===== src/rtl/mips_pkg.sv =====
// Shared MIPS32 datapath constants and types.
// Used by regfile and its read-port helper.
package mips_pkg;

   localparam int DATA_W     = 32;
   localparam int REG_ADDR_W = 5;
   localparam int NUM_REGS   = 2 ** REG_ADDR_W;

   typedef logic [REG_ADDR_W-1:0] reg_addr_t;
   typedef logic [DATA_W-1:0]     word_t;

   localparam reg_addr_t REG_ZERO = 5'd0;

endpackage


===== src/rtl/regfile_rd_port.sv =====
// One combinational read port: zero-register masking and,
// with REGFILE_BYPASS_EN, writeback-to-decode forwarding.
module regfile_rd_port #(
   parameter int DATA_W = mips_pkg::DATA_W,
   parameter int ADDR_W = mips_pkg::REG_ADDR_W
) (
   input  logic [ADDR_W-1:0] addr,
   input  logic [DATA_W-1:0] stored,
`ifdef REGFILE_BYPASS_EN
   input  logic              wr_fire,
   input  logic [ADDR_W-1:0] wr_addr,
   input  logic [DATA_W-1:0] wr_data,
`endif
   output logic [DATA_W-1:0] data
);

   import mips_pkg::*;

   // $0 reads zero; a same-cycle write to addr wins when bypassing
   always_comb begin
      data = '0;
      if (addr != ADDR_W'(REG_ZERO)) begin
         data = stored;
`ifdef REGFILE_BYPASS_EN
         if (wr_fire && (wr_addr == addr))
            data = wr_data;
`endif
      end
   end

endmodule


===== src/rtl/regfile.sv =====
// 32x32 register file: two async read ports, one sync write port.
// Define REGFILE_BYPASS_EN for same-cycle write-through forwarding.
module regfile #(
   parameter int DATA_W = mips_pkg::DATA_W,
   parameter int ADDR_W = mips_pkg::REG_ADDR_W
) (
   input  logic              clk,
   input  logic              rst,
   input  logic [ADDR_W-1:0] rs1,
   input  logic [ADDR_W-1:0] rs2,
   input  logic [ADDR_W-1:0] rd,
   input  logic [DATA_W-1:0] write_data,
   input  logic              reg_write_en,
   output logic [DATA_W-1:0] read_data1,
   output logic [DATA_W-1:0] read_data2
);

   import mips_pkg::*;

   localparam int NREGS = 2 ** ADDR_W;

   logic [DATA_W-1:0] mem [NREGS];
   logic              wr_fire;

   // a write only lands outside reset and never on $0
   always_comb begin
      wr_fire = reg_write_en && !rst && (rd != ADDR_W'(REG_ZERO));
   end

   // storage: reset clears everything and drops any concurrent write
   always_ff @(posedge clk) begin
      if (rst) begin
         for (int i = 0; i < NREGS; i++)
            mem[i] <= '0;
      end else if (wr_fire) begin
         mem[rd] <= write_data;
      end
   end

   regfile_rd_port #(
      .DATA_W (DATA_W),
      .ADDR_W (ADDR_W)
   ) u_rd1 (
      .addr    (rs1),
      .stored  (mem[rs1]),
`ifdef REGFILE_BYPASS_EN
      .wr_fire (wr_fire),
      .wr_addr (rd),
      .wr_data (write_data),
`endif
      .data    (read_data1)
   );

   regfile_rd_port #(
      .DATA_W (DATA_W),
      .ADDR_W (ADDR_W)
   ) u_rd2 (
      .addr    (rs2),
      .stored  (mem[rs2]),
`ifdef REGFILE_BYPASS_EN
      .wr_fire (wr_fire),
      .wr_addr (rd),
      .wr_data (write_data),
`endif
      .data    (read_data2)
   );

endmodule


===== config.mk =====
export PLATFORM = sky130hd
export DESIGN_NAME = regfile
export DESIGN_NICKNAME = d
export VERILOG_FILES = /design/src/rtl/mips_pkg.sv /design/src/rtl/regfile_rd_port.sv /design/src/rtl/regfile.sv
export SDC_FILE = /design/constraint.sdc
export NUM_CORES = 2
export LEC_CHECK = 0
export CORE_UTILIZATION = 44
export CTS_CLUSTER_SIZE = 20
export DETAILED_ROUTE_END_ITERATION = 7
export GPL_ROUTABILITY_DRIVEN = 0
export PLACE_DENSITY = 0.7
export SKIP_CTS_REPAIR_TIMING = 1
export SLEW_MARGIN = 20
export SYNTH_ARGS = -nofsm -noshare
export SYNTH_HDL_FRONTEND = slang
export SYNTH_HIERARCHICAL = 1
export SYNTH_SLANG_ARGS = --single-unit

===== constraint.sdc =====
create_clock -name clk -period 3.25 [get_ports clk]
set_input_delay 0.8125 -clock clk [delete_from_list [all_inputs] [get_ports clk]]
set_output_delay 0.8125 -clock clk [all_outputs]
set_load 0.1 [all_outputs]

---- After elaboration in Yosys (flattened, before gate mapping) ----
Memory sizes are Yosys's and may differ from the RTL's.
Index checks and enable logic that the tools add are counted.
word-level totals
  register bits after elaboration ......... 0
  memory bits (writable) .................. 1024
  input bits .............................. 50
  output and inout bits ................... 64
  logic and storage cells ................. 18
  memories kept ........................... 1
memory list
  memory  words  width  rd ports  clocked after Yosys merged registers in  wr ports  RTL line       source
  mem     32     32     2         0                                        32        regfile.sv:22  logic [DATA_W-1:0] mem [NREGS];
operators by class
  multiplexer cells ....................... 10
  reduce and logical (&&, ||, !) cells .... 7
operators with widths
  kind                 number
  two-way mux 32 bit   3
  OR reduction 32 bit  1
  nonzero test 5 bit   3
  two-way mux 1 bit    6
  two-way mux 5 bit    1
  logical AND 1 bit    2
  logical NOT 1 bit    1

---- Longest topological paths before layout ----
  word-level depth ........................ 8
  mapped depth ............................ 9
  depth with buffers taken out ............ 6

---- Cells and area by module ----
The synthesis kept the hierarchy.
modules (own cells, without submodules)
  module           times used  cells an instance  area each (um^2)  sequential area each (um^2)
  regfile          1           4605               55881.1           30749.5
  regfile_rd_port  2           40                 321.6             0.0

---- Worst setup path before layout ----
Ideal clock, no wire load.
  kind .................................... input to output
  start ................................... input rs2[1]
  end ..................................... output read_data2[0]
  arrival ................................. 4.059 ns
  data required time ...................... 2.438 ns
  path slack .............................. -1.621 ns
  cell stages on the path ................. 9
  buffers on the path ..................... 4
  cells stage by stage .................... buf_2 buf_4 buf_4 buf_4 mux2i_1 a21oi_1 nand3_1 nand3_1 a21boi_0
on the way
  word-level cells in the longest chain between the ends .. 2
  elaborated cells on any way between the ends .. 3
  classes of those cells .................. mux: 1; reduce/logical: 1; memory: 1
RTL lines
  element                                                     RTL line               source
  start, declared                                             regfile.sv:10          input logic [ADDR_W-1:0] rs2,
  memory (32 x 32 bit) or nonzero test 5 bit (tied branches)  --
  two-way mux 32 bit (*)                                      regfile_rd_port.sv:22  if (addr != ADDR_W'(REG_ZERO)) begin
  end, declared                                               regfile.sv:15          output logic [DATA_W-1:0] read_data2
Every way passes the cells marked *; elsewhere a longest branch is shown, timed or not.

---- Worst setup path after layout ----
  start ................................... input rs1[0]
  end ..................................... output read_data1[6]
on the way
  word-level cells in the longest chain between the ends .. 2
  elaborated cells on any way between the ends .. 3
  classes of those cells .................. mux: 1; reduce/logical: 1; memory: 1
RTL lines
  element                                                     RTL line               source
  start, declared                                             regfile.sv:9           input logic [ADDR_W-1:0] rs1,
  memory (32 x 32 bit) or nonzero test 5 bit (tied branches)  --
  two-way mux 32 bit (*)                                      regfile_rd_port.sv:22
  end, declared                                               regfile.sv:14          output logic [DATA_W-1:0] read_data1,
Marks and branches as above.

==> results.md <==
- In the global route stage, met1 resource usage came out at 39.2%.
- The H-tree was split into 3 levels.
- Max-cap violations in this run came to 0.
- The via-per-instance ratio is 6.29.
- The largest individual stage delay along the critical path comes from the cell sky130_fd_sc_hd__a22o_4.
- Subtracting the final worst setup slack from the clock period gives 3480 ps.
- After routing, the total negative slack on setup checks comes to -9490 ps.
- The nature of the critical path endpoint is an output port.
- From synthesis to final layout, the design area changed by 28.7%.
- The cell accounting for the most synthesized area is sky130_fd_sc_hd__edfxtp_1.
- The I/O pin count is 114.
- The detailed router placed between 40000 and 50000 vias in this run.
- Traced cell by cell, the critical path runs through buf_6, buf_12, and2_4, buf_12, buf_6, a22o_4, nor3_4, buf_6, a31oi_4, nand3_2, a21boi_4, buf_12.
- The share of synthesized area occupied by flip-flops and latches is between 50% and 60%.
- After layout, the design draws a total of 35.8 mW.
- Sorting the synthesized cells by area gives the leading types as sky130_fd_sc_hd__edfxtp_1 (54%), sky130_fd_sc_hd__mux2i_1 (18%), sky130_fd_sc_hd__and2_1 (11%), sky130_fd_sc_hd__a22oi_1 (2.6%), sky130_fd_sc_hd__a22o_1 (2.0%).
- The cell count after synthesis came out at 4685.
- The count of filler cells inserted in the layout is just under 10000.
- Global routing used 7.58% of the available met3 tracks.
- The share of async-settable or async-resettable flops after synthesis is 0%.
- The worst vdd rail ir drop is between 0.4 and 0.5 mV.
- The detailed router finished its first iteration with 6050 violations.
- The initial standard-cell utilization of the core is 44.3%.
- The fraction of power consumed by combinational cells is a little under a fifth.
- The sink count of the clock tree is about 1000.
- The finished layout cell area is 72700 um2.
- Data on the critical path is required at its endpoint by 2440 ps.
- The area of the die is ~130000 um2.
- In the final routed layout, each cell accounts on average for 31.1 um.
- The first global-routing pass estimated 282000 um of wire.
- The worst hold path terminates at mem[0][29].
- The antenna violation net count after detailed routing is 0.
- Setup violations remaining at the end of the flow were counted as 64.
- The arrival time at the worst endpoint is 2670 ps.
- The max-slew headroom at the worst pin is 32.0%.
- The number of hold violations in the final report is 0.
- Of the cells placed in the final design, the portion with a size suffix greater than 1 is 25.1%.
- In this run, synthesis produced a sequential element count of 1024.
- The final layout net count is between 5000 and 6000.
- In this run the mean area of a mapped cell was about 12 um2.
- After layout, the worst setup slack is -232 ps.
- The final-layout worst hold slack is 832 ps.
- The floorplan has 131 rows.
- For this design the static power due to leakage is 28.9 nW.
- The placed instances occupy a cell area of ~65000 um2.
- The total overflow left after global routing is 0.
- Clock-pin slew was measured on the worst setup and hold paths at 60 ps.
- After synthesis the cells add up to 56500 um2.
- The final reports fail on design-rule violations, negative setup slack.
- The die width is about 360 um.
- The met2 capacity usage during global routing is 45.1%.
- The fmax is 287 MHz.
- The critical path startpoint category is an input pin.
- After layout, the worst path uses 107% of the clock period.
- Of all nets on the critical path, the largest fanout is 7.
- The relative contribution of sequential cells to total power is 43.8%.
- The register containing the most flip-flops in the final layout is mem.
- The global-route total usage across every layer is between 20% and 30%.
- The routed design has 212000 um of wire.
- The number of detailed-routing iterations run before antenna repair is 8.
- The estimated wirelength of the detail-placed design is 126000 um.
- The number of clock buffers inserted by TritonCTS is 108.
- The startpoint identified for the worst hold timing path is rst.
- The top-area cell type share of the netlist area is 54.4%.
- The count of yosys warnings during synthesis is 6.
- In this run the standard cell core region covers 128000 um2.
- The switching fraction of total power is a little over a quarter.
- Input and output buffers added on the ports amount to 113.
- The classification of the worst setup path is in2out.
- Among all flip-flop cells after synthesis, the most frequent one is sky130_fd_sc_hd__edfxtp_1.
- The worst min-delay path class is in2reg.
- The final-report max-slew violation count was 0.
- Setup repair after global routing could not meet its margin everywhere.
- TritonCTS built the clock tree.
- Counting both buffers and inverters, the worst setup path holds a total of 6.
- The y dimension of the die is 360 um.
- For this run, design rule violations remaining after detail routing come to 4.
- In the final layout, the registers with the most flip-flops are mem x1024.
- Dividing total power by cell area gives a power density of 492 nW/um2.
- met2 is the most crowded layer.
- In this run the clock root is driven by a sky130_fd_sc_hd__clkbuf_16.
- On the critical path the largest part of the delay comes from buffers and inverters.
- Entering global routing, the biggest net connects 53 pins.
- The synthesized design contains 1024 enable-type register cells.
- For this design the total switching power over the nets is slightly below 10 mW.
- The number of distinct library cells after synthesis is 35.
- The flip-flop count of the largest register after layout is slightly above 1000.
- The clock network fraction of total power is 37.3%.
- The initial antenna violation count is 12.
- The stage delay of the slowest cell on the critical path is between 200 and 300 ps.
- Along the worst hold path, the cell count comes to 2.
- Internal power comes to ~26 mW.
- The buffer depth of the longest clock path is 3.
- The flow ran to the end, but the final reports show violations.
- The number of global-route vias before repair was between 40000 and 50000.
- The pin slew with the least headroom to its limit is between 1000 and 1500 ps.
==> area by class of cell <==
type	count	area (um2)	area share, %
multi-input combinational	3232	26700	36.7
inverter	2	12.5	0.0172
clock inverter	69	907	1.25
sequential	1024	30700	42.3
timing repair buffer	705	9490	13.1
antenna	4	10.0	0.0138
clock buffer	124	2830	3.89
tap	1662	2080	2.86
==> cells in the mapped netlist, types with 3 or more instances <==
cell,count
sky130_fd_sc_hd__buf_2,65
sky130_fd_sc_hd__nor3_1,64
sky130_fd_sc_hd__nor2_1,22
sky130_fd_sc_hd__nor2b_1,4
sky130_fd_sc_hd__a21boi_1,54
sky130_fd_sc_hd__a22oi_1,192
sky130_fd_sc_hd__nand2_1,195
sky130_fd_sc_hd__clkbuf_2,27
sky130_fd_sc_hd__nand3_1,193
sky130_fd_sc_hd__or2_2,33
sky130_fd_sc_hd__buf_4,76
sky130_fd_sc_hd__a31oi_1,64
sky130_fd_sc_hd__nand3b_1,3
sky130_fd_sc_hd__mux2i_1,1024
sky130_fd_sc_hd__and2_1,994
sky130_fd_sc_hd__buf_6,15
sky130_fd_sc_hd__edfxtp_1,1024
sky130_fd_sc_hd__a22o_1,128
sky130_fd_sc_hd__a21boi_2,6
sky130_fd_sc_hd__clkbuf_1,244
sky130_fd_sc_hd__buf_1,31
sky130_fd_sc_hd__nor2_4,11
sky130_fd_sc_hd__a21boi_0,4
sky130_fd_sc_hd__nand2b_1,5
sky130_fd_sc_hd__a21oi_1,192
==> worst max path at each step <==
stage,from,endpoint,slack (ps),cells after the start
floorplan,rs2[1],read_data2[25],-7,9
global placement,rs2[2],read_data2[5],-820,11
detailed placement,rs1[0],read_data1[24],-810,12
CTS,rs2[2],read_data2[5],-840,11
global route,rs1[0],read_data1[12],-270,11
finish,rs1[0],read_data1[6],-230,12
==> cell usage in the layout (no fill, tap or decap), drive strengths merged <==
cell           instances
or2                   33
a31oi                 64
a21boi                64
nor2b                  5
mux2i               1024
bufinv                23
buf                  622
edfxtp              1024
clkinv                41
a22o                 128
nand3                194
conb                  32
a22oi                192
nor3                  64
inv                    3
clkinvlp               4
nand2                196
clkdlybuf4s50         38
dlymetal6s2s           3
nor2                  35
a21oi                192
nor4                   2
diode                  4
and2                 994
clkbuf               166
nand2b                 5
or3                    2
or3b                   2
nand3b                 4
==> per-layer routing <==
layer  up-vias  routed length (um)  part of all wire [%]
li1      18000                   -                     -
met1     21100               78000                    37
met2      3098               90900                    43
met3       709               29600                    14
met4        14               13700                   6.4
met5         -                  99                 0.047
==> cells by family (layout without fill, tap and decap cells) <==
family,after synthesis,after routing,synth area share (%)
muxes,1024,1024,18.1
buffers and inverters,460,900,3.96
other,1,36,0.00663
AOI/OAI and AO/OA,640,640,7.83
DFF,1024,1024,54.4
and+or+nand+nor,1536,1536,15.7
==> power groups by stage <==
| stage | sequential, mW | clock (mW) | combinational (mW) |
|---|---|---|---|
| 6_report | 15.7 | 13.3 | 6.79 |
| 5_1_grt | 15.7 | 13.8 | 6.95 |
| 4_1_cts | 15.6 | 13.3 | 5.89 |
| 3_5_place_dp | 15.9 | 0 | 5.87 |
| 3_3_place_gp | 15.8 | 0 | 5.84 |
| 2_1_floorplan | 15.8 | 0 | 3.50 |
==> per-stage QoR <==
stage	worst slack, ps	std cells	util, %
detailed placement	-808	6519	50.6
finish	-232	6822	57.0
global route	-269	6819	57.0
floorplan	-6.75	4716	-
CTS	-836	6712	53.6
global placement	-821	6519	50.6
Power figures use the tool's default switching activity.
